[src/rtl/exec_stage.sv]
// MIPS execute stage: ALU-control decode, DATA_W-bit ALU and the EX/MEM pipeline register.
// Optional EXEC_SHIFT_EN adds SLL/SRL (funct 000000/000010) using x_shamt.
module exec_stage #(
  parameter int DATA_W = 32
) (
  input  logic              clk,
  input  logic              pc_rst,
  input  logic [1:0]        x_aluOp,
  input  logic [5:0]        x_funct,
  input  logic [4:0]        x_shamt,
  input  logic [DATA_W-1:0] x_aluIn0,
  input  logic [DATA_W-1:0] x_aluIn1,
  input  logic [DATA_W-1:0] x_writeData,
  input  logic [4:0]        x_writeReg,
  input  logic [1:0]        x_WB,
  input  logic [2:0]        x_M,
  output logic [3:0]        x_operation,
  output logic [DATA_W-1:0] x_aluResult,
  output logic              x_zero,
  output logic [DATA_W-1:0] m_aluResult,
  output logic [DATA_W-1:0] m_writeData,
  output logic [4:0]        m_writeReg,
  output logic [1:0]        m_WB,
  output logic [2:0]        m_M
);

  localparam logic [3:0] OP_AND = 4'b0000;
  localparam logic [3:0] OP_OR  = 4'b0001;
  localparam logic [3:0] OP_ADD = 4'b0010;
  localparam logic [3:0] OP_SLL = 4'b0011;
  localparam logic [3:0] OP_SRL = 4'b0100;
  localparam logic [3:0] OP_SUB = 4'b0110;
  localparam logic [3:0] OP_SLT = 4'b0111;
  localparam logic [3:0] OP_NOR = 4'b1100;

  always_comb begin
    x_operation = OP_ADD;
    case (x_aluOp)
      2'b01: x_operation = OP_SUB;
      2'b10: begin
        case (x_funct)
          6'b100000: x_operation = OP_ADD;
          6'b100010: x_operation = OP_SUB;
          6'b100100: x_operation = OP_AND;
          6'b100101: x_operation = OP_OR;
          6'b100111: x_operation = OP_NOR;
          6'b101010: x_operation = OP_SLT;
`ifdef EXEC_SHIFT_EN
          6'b000000: x_operation = OP_SLL;
          6'b000010: x_operation = OP_SRL;
`endif
          default:   x_operation = OP_ADD;
        endcase
      end
      default: x_operation = OP_ADD;
    endcase
  end

`ifndef EXEC_SHIFT_EN
  // shamt only feeds the shifter; keep it visibly consumed when shifts are absent
  logic unused_shamt;
  assign unused_shamt = ^x_shamt;
`endif

  always_comb begin
    x_aluResult = '0;
    case (x_operation)
      OP_AND: x_aluResult = x_aluIn0 & x_aluIn1;
      OP_OR:  x_aluResult = x_aluIn0 | x_aluIn1;
      OP_ADD: x_aluResult = x_aluIn0 + x_aluIn1;
      OP_SUB: x_aluResult = x_aluIn0 - x_aluIn1;
      OP_NOR: x_aluResult = ~(x_aluIn0 | x_aluIn1);
      OP_SLT: x_aluResult = {{(DATA_W-1){1'b0}}, ($signed(x_aluIn0) < $signed(x_aluIn1))};
`ifdef EXEC_SHIFT_EN
      OP_SLL: x_aluResult = x_aluIn1 << x_shamt;
      OP_SRL: x_aluResult = x_aluIn1 >> x_shamt;
`endif
      default: x_aluResult = '0;
    endcase
  end

  assign x_zero = (x_aluResult == '0);

  // EX/MEM register: no enable or flush; bubbles arrive as zeroed control
  always_ff @(posedge clk or negedge pc_rst) begin
    if (!pc_rst) begin
      m_aluResult <= '0;
      m_writeData <= '0;
      m_writeReg  <= '0;
      m_WB        <= '0;
      m_M         <= '0;
    end else begin
      m_aluResult <= x_aluResult;
      m_writeData <= x_writeData;
      m_writeReg  <= x_writeReg;
      m_WB        <= x_WB;
      m_M         <= x_M;
    end
  end

endmodule

[config.mk]
export PLATFORM = sky130hd
export DESIGN_NAME = exec_stage
export DESIGN_NICKNAME = d
export VERILOG_FILES = /design/src/rtl/exec_stage.sv
export SDC_FILE = /design/constraint.sdc
export NUM_CORES = 1
export LEC_CHECK = 0
export CAP_MARGIN = 20
export CORE_MARGIN = 2
export CORE_UTILIZATION = 35
export DETAILED_ROUTE_END_ITERATION = 10
export HOLD_SLACK_MARGIN = 0.1
export PLACE_DENSITY = 0.64
export SETUP_SLACK_MARGIN = 0.2
export SLEW_MARGIN = 40
export SYNTH_ARGS = -nofsm -noshare
export SYNTH_HDL_FRONTEND = slang
export SYNTH_SLANG_ARGS = --single-unit
[constraint.sdc]
create_clock -name clk -period 12.3 [get_ports clk]
set_input_delay 2.46 -clock clk [delete_from_list [all_inputs] [get_ports clk]]
set_output_delay 2.46 -clock clk [all_outputs]
set_load 0.005 [all_outputs]
==> run_results.csv, run 1 <==
group,metric,value,unit
yosys,synthAdderAreaFrac,0.176,
setup_path,cp.arrival,7420,ps
setup_path,crit_fanout,4,
clocking,cts_tree,"built",
setup_path,worst_path_dominant_cell_family,"compound AO/OA/AOI/OAI gates",
clocking,clkSinkCount,74,
setup_path,critPathKind,"in2out",
timing,setup_viol,0,
placement,hpwlAfterDp,19200,um
clocking,cts_resized,0,
global_routing,antenna_found_initial,0,
yosys,synthXorXnorAreaFrac,0.00596,
yosys,synth-edff-count,0,
pwr,irDropWorstVdd,58.4,uV
yosys,muxShareOfSynthArea,0.00426,
drt,drt_first_pass_iters,5,
hold_path,hold_path_class,"in2async",
finish,diodes,0,
drt,ant_nets,0,
timing,timing.fmax,0.101,GHz
finish,layout_commonest_cell,"clkdlybuf4s50_1",
drt,routedWlPerCell,18.0,um
run,maxCapViolCount,0,
yosys,synth_top_family_by_area,"compound AO/OA/AOI/OAI gates",
pwr,power.density,100,mW/mm^2
timing,tightest_slew,774,ps
yosys,avgSynthCellArea,8.08,um^2
global_routing,grt_pass1_vias,7374,
placement,place_congestion,0.918,
yosys,synth.area.top_cells,"dfrtp_1 (25%), ha_1 (17%), nor2_1 (5.5%), inv_1 (5.1%), a221oi_1 (4.9%)",
setup_path,crit_chain,"clkdlybuf4s50_1 > inv_1 > ha_1 > fa_1 > o21bai_1 > o2111ai_1 > a31oi_1 > o21ai_0 > o311a_1 > nor4b_1 > a41oi_1 > nand2b_1 > nor4_1 > nand4_1 > nor4_2 > clkdlybuf4s50_1",
setup_path,cpMostUsedCell,"clkdlybuf4s50_1",
floorplanning,initial_core_util,0.353,
yosys,synth_fp_nets,1133,
drt,drc_errors,0,
yosys,syn_inst,910,
finish,fill_cells,2080,
timing,slew_headroom,0.482,
global_routing,track_usage,0.223,
clocking,root_buffer,"clkbuf_16",
clocking,cts_buffers,9,
clocking,post_cts_buffers,0,
global_routing,grt_pass1_wl,39700,um
floorplanning,io_pins,232,
placement,dp.cells,1374,
timing,rsz0062_at_grt,"false",
finish,num-nets-final,1333,
clocking,clk_pin_slew,70,ps
drt,via_per_inst,5.60,
floorplanning,die_area,0.0222,mm^2
finish,instances_no_fill,1390,
global_routing,use_met2,0.358,
timing,period_minus_slack,9880,ps
global_routing,met3_usage,0.0523,
global_routing,grt-ovfl-total,0,
setup_path,startpoint_type,"primary input",
setup_path,critPathRequiredTime,9840,ps
finish,most-common-layout-cells,"clkdlybuf4s50_1 (225), nor2_1 (108), ha_1 (100)",
yosys,yosysUniqueCellTypes,77,
placement,io_buffers,226,
setup_path,critical_path.slowest_cell,"clkdlybuf4s50_1",
floorplanning,core_region_area,0.0208,mm^2
placement,place_area,0.00987,mm^2
drt,vias,7783,
yosys,synth_compound_area_frac,0.291,
timing,report.final.slew_viol_count,0,
timing,hold_viol,0,
clocking,htreeDepth,3,
yosys,synth_top_cell_area_share,0.252,
finish,post-route-cell-area,0.0102,mm^2
timing,tns,0,ps
timing,period_share,0.803,
finish,area_growth,39.2,%
yosys,yosysSeqAreaShare,0.252,
global_routing,gr-max-usage-layer,"met2",
floorplanning,die_width,149,um
drt,drt_iter0_drc,623,
finish,drive_above_1_share,0.0448,
setup_path,critPathCaptureType,"output port",
yosys,synthArstFlopShare,1.00,
floorplanning,rows,53,
global_routing,grtUsageMet1,0.302,
setup_path,max_stage_delay,540,ps
floorplanning,die-height,149,um
yosys,synth-seq-cells,74,
setup_path,path_buf_inv,3,
clocking,cts_buffer_depth,2,
global_routing,grt_max_degree,75,
yosys,synth-simple-area-share,0.196,
yosys,syn_area,0.00735,mm^2
yosys,yosysWarnings,0,
run_status,status,"finished, final reports clean",
pwr,p_leak,0.00448,uW
yosys,synthFlopType,"dfrtp_1",
clocking,holdBufCountCts,0,
drt,wirelength,25100,um
yosys,synth_top_area_cell,"dfrtp_1",
==> registers in the layout, summed over array words and instances (netlist names) <==
| register | cells |
|---|---|
| m_writeData | 32 |
| m_M | 3 |
| m_writeReg | 5 |
| m_WB | 2 |
| m_aluResult | 32 |
==> cell type report <==
class                   instances  area, um^2  share of cell area
clock buffers                  10         239              0.0234
clock inverters                 6         113              0.0110
inverters                      99         372              0.0363
multi-input cells             693        5000               0.488
flip-flops and latches         74        1850               0.181
well taps                     275         344              0.0336
repair buffers                233        2320               0.226
==> metal layers <==
layer	wire, um	up-vias
met5	0	-
met4	467	0
met3	2160	33
met2	11500	356
met1	11000	3653
li1	-	3741
==> metrics by stage <==
stage | hold WS, ps | worst slack (ps) | util | total power (uW)
2_1_floorplan | 2160 | 4350 | - | 493
3_3_place_gp | 2650 | 2250 | 0.473 | 706
3_5_place_dp | 2520 | 2260 | 0.474 | 710
4_1_cts | 2140 | 2250 | 0.491 | 1030
5_1_grt | 2180 | 1990 | 0.491 | 1090
6_report | 2120 | 2420 | 0.491 | 1020
==> cells in the mapped netlist, drive strengths merged, types with 14 or more instances <==
| cell | count |
|---|---|
| a221oi | 42 |
| nor2 | 108 |
| nand3 | 14 |
| dfrtp | 74 |
| clkbuf | 30 |
| nor2b | 15 |
| nand2 | 52 |
| o21bai | 16 |
| a21oi | 53 |
| buf | 14 |
| inv | 99 |
| o21ai | 51 |
| ha | 100 |
| nor3 | 22 |
==> kinds of logic after synthesis <==
logic type | Yosys count
mux | 3
simple gates | 285
fa+ha+maj | 102
xor+xnor | 5
flops | 74
buf+inv | 143
compound gates | 298
==> where the power goes <==
group | switching [uW] | internal (uW) | total, uW | leakage, uW
Sequential | 6.99 | 272 | 279 | 0.000869
Clock | 108 | 204 | 312 | 0.000173
Combinational | 223 | 210 | 433 | 0.00344
Total | 338 | 686 | 1020 | 0.00448
==> final timing paths <==
kind,startpoint,to,slack (ps),cells after the start
setup / recovery,x_aluIn0[0],x_zero,2420,16
hold / removal,pc_rst,m_aluResult[9]$_DFF_PN0_,2120,1
max in group asynchronous,pc_rst,m_aluResult[26]$_DFF_PN0_,9720,1
min in group clk,x_writeReg[4],m_writeReg[4]$_DFF_PN0_,2550,1
No activity file was read; power rests on OpenSTA's default activity.
==> inputs of run 2 (changes only) <==
--- a/config.mk
+++ b/config.mk
@@ -10,7 +10,7 @@
 export CORE_UTILIZATION = 35
 export DETAILED_ROUTE_END_ITERATION = 10
 export HOLD_SLACK_MARGIN = 0.1
-export PLACE_DENSITY = 0.64
+export PLACE_DENSITY = 0.67
 export SETUP_SLACK_MARGIN = 0.2
 export SLEW_MARGIN = 40
 export SYNTH_ARGS = -nofsm -noshare
==> constraint.sdc (replaced) <==
create_clock -name clk -period 8.85 [get_ports clk]
set_input_delay 1.77 -clock clk [delete_from_list [all_inputs] [get_ports clk]]
set_output_delay 1.77 -clock clk [all_outputs]
set_load 0.005 [all_outputs]
==> run_results.csv, run 2 (synthesized netlist as in run 1, its figures left out) <==
group,metric,value,unit
floorplanning,core_region_area,0.0208,mm^2
floorplanning,io_pins,232,
placement,place_congestion,0.944,
setup_path,critical_path.slowest_cell,"or4_1",
timing,hold_viol,0,
pwr,irDropWorstVdd,72.8,uV
clocking,clkSinkCount,74,
placement,io_buffers,226,
drt,drt_iter0_drc,786,
clocking,holdBufCountCts,0,
floorplanning,die-height,149,um
clocking,cts_buffers,9,
drt,drt_first_pass_iters,8,
floorplanning,die_area,0.0222,mm^2
finish,num-nets-final,1347,
hold_path,hold_path_class,"in2async",
drt,drc_errors,0,
finish,multi_input_area,0.00497,mm^2
setup_path,critPathKind,"in2out",
drt,routedWlPerCell,18.2,um
global_routing,track_usage,0.224,
placement,place_area,0.00996,mm^2
drt,vias,7888,
drt,ant_nets,0,
timing,report.final.slew_viol_count,0,
setup_path,max_stage_delay,560,ps
setup_path,crit_chain,"clkdlybuf4s50_1 > inv_1 > ha_1 > or3b_1 > o221a_1 > buf_4 > a221oi_2 > o21ai_1 > or4_1 > or4b_1 > nor4_2 > nand4_1 > nor4_2 > clkdlybuf4s50_1",
clocking,cts_buffer_depth,2,
pwr,power.density,133,mW/mm^2
clocking,htreeDepth,3,
finish,seqCellArea,0.00185,mm^2
floorplanning,rows,53,
finish,reg.largest.list,"m_aluResult: 32 flops, m_writeData: 32 flops, m_writeReg: 5 flops",
timing,period_minus_slack,8230,ps
setup_path,cp.arrival,6460,ps
finish,area_growth,39.5,%
finish,layout_commonest_cell,"clkdlybuf4s50_1",
timing,slew_headroom,0.443,
finish,diodes,0,
drt,wirelength,25500,um
clocking,root_buffer,"clkbuf_16",
finish,fill_cells,2036,
finish,drive_above_1_share,0.0550,
setup_path,critPathCaptureType,"output port",
run,maxCapViolCount,0,
timing,rsz0062_at_grt,"false",
global_routing,grt-ovfl-total,0,
run_status,status,"finished, final reports clean",
setup_path,startpoint_type,"primary input",
timing,tightest_slew,833,ps
clocking,cts_tree,"built",
finish,final_util,0.493,
pwr,p_leak,0.00451,uW
global_routing,antenna_found_initial,1,
global_routing,grt_pass1_wl,39500,um
floorplanning,initial_core_util,0.353,
timing,tns,0,ps
timing,timing.fmax,0.121,GHz
clocking,clk_pin_slew,70,ps
timing,period_share,0.930,
placement,hpwlAfterDp,19900,um
drt,via_per_inst,5.62,
setup_path,crit_fanout,12,
finish,post-route-cell-area,0.0103,mm^2
clocking,post_cts_buffers,0,
global_routing,grt_pass1_vias,7345,
timing,setup_viol,0,
floorplanning,die_width,149,um
clocking,cts_resized,0,
global_routing,grt_max_degree,75,
setup_path,critPathRequiredTime,7080,ps
finish,most-common-layout-cells,"clkdlybuf4s50_1 (225), nor2_1 (108), ha_1 (100)",
## run 2: worst max-delay path: cells and delay by family
family                   cells  cell delay [ps]
buffers and inverters        4             1280
AO/OA/AOI/OAI                3              660
AND/OR/NAND/NOR              6             2290
adder cells (fa/ha/maj)      1              450
## run 2: final cells by class
class | instances | share of cell area
Clock buffer | 9 | 0.0220
Clock inverter | 6 | 0.00659
Inverter | 99 | 0.0362
Multi-Input combinational cell | 693 | 0.485
Sequential cell | 74 | 0.181
Tap cell | 275 | 0.0335
Timing Repair Buffer | 247 | 0.236
## run 2: how the worst max path moves through the flow
stage	to	cells after the start	slack (ps)	startpoint
finish	x_zero	14	620	x_aluOp[0]
global route	x_zero	14	320	x_aluOp[0]
CTS	x_zero	14	560	x_aluOp[0]
detailed placement	x_zero	14	560	x_aluOp[0]
global placement	x_zero	16	590	x_aluIn0[1]
floorplan	x_zero	13	2280	x_aluOp[0]
## run 2: layer usage
layer  wire, um  vias up  GRT usage
li1           -     3759          -
met1      11300     3700      0.302
met2      11500      383      0.364
met3       2080       46     0.0343
met4        709        0     0.0790
met5          0        -          0
## run 2: through the flow
stage	instances	setup slack (ps)	hold slack, ps	power, uW
CTS	1403	557	1460	1370
global placement	1388	588	1960	991
global route	1403	321	1500	1450
detailed placement	1388	564	1830	997
floorplan	910	2280	1470	686
finish	1403	618	1440	1360
## run 2: report_power, final
| part | total (uW) | switching (uW) | internal (uW) |
|---|---|---|---|
| Combinational | 611 | 313 | 298 |
| Sequential | 387 | 9.61 | 378 |
| Clock | 367 | 149 | 218 |
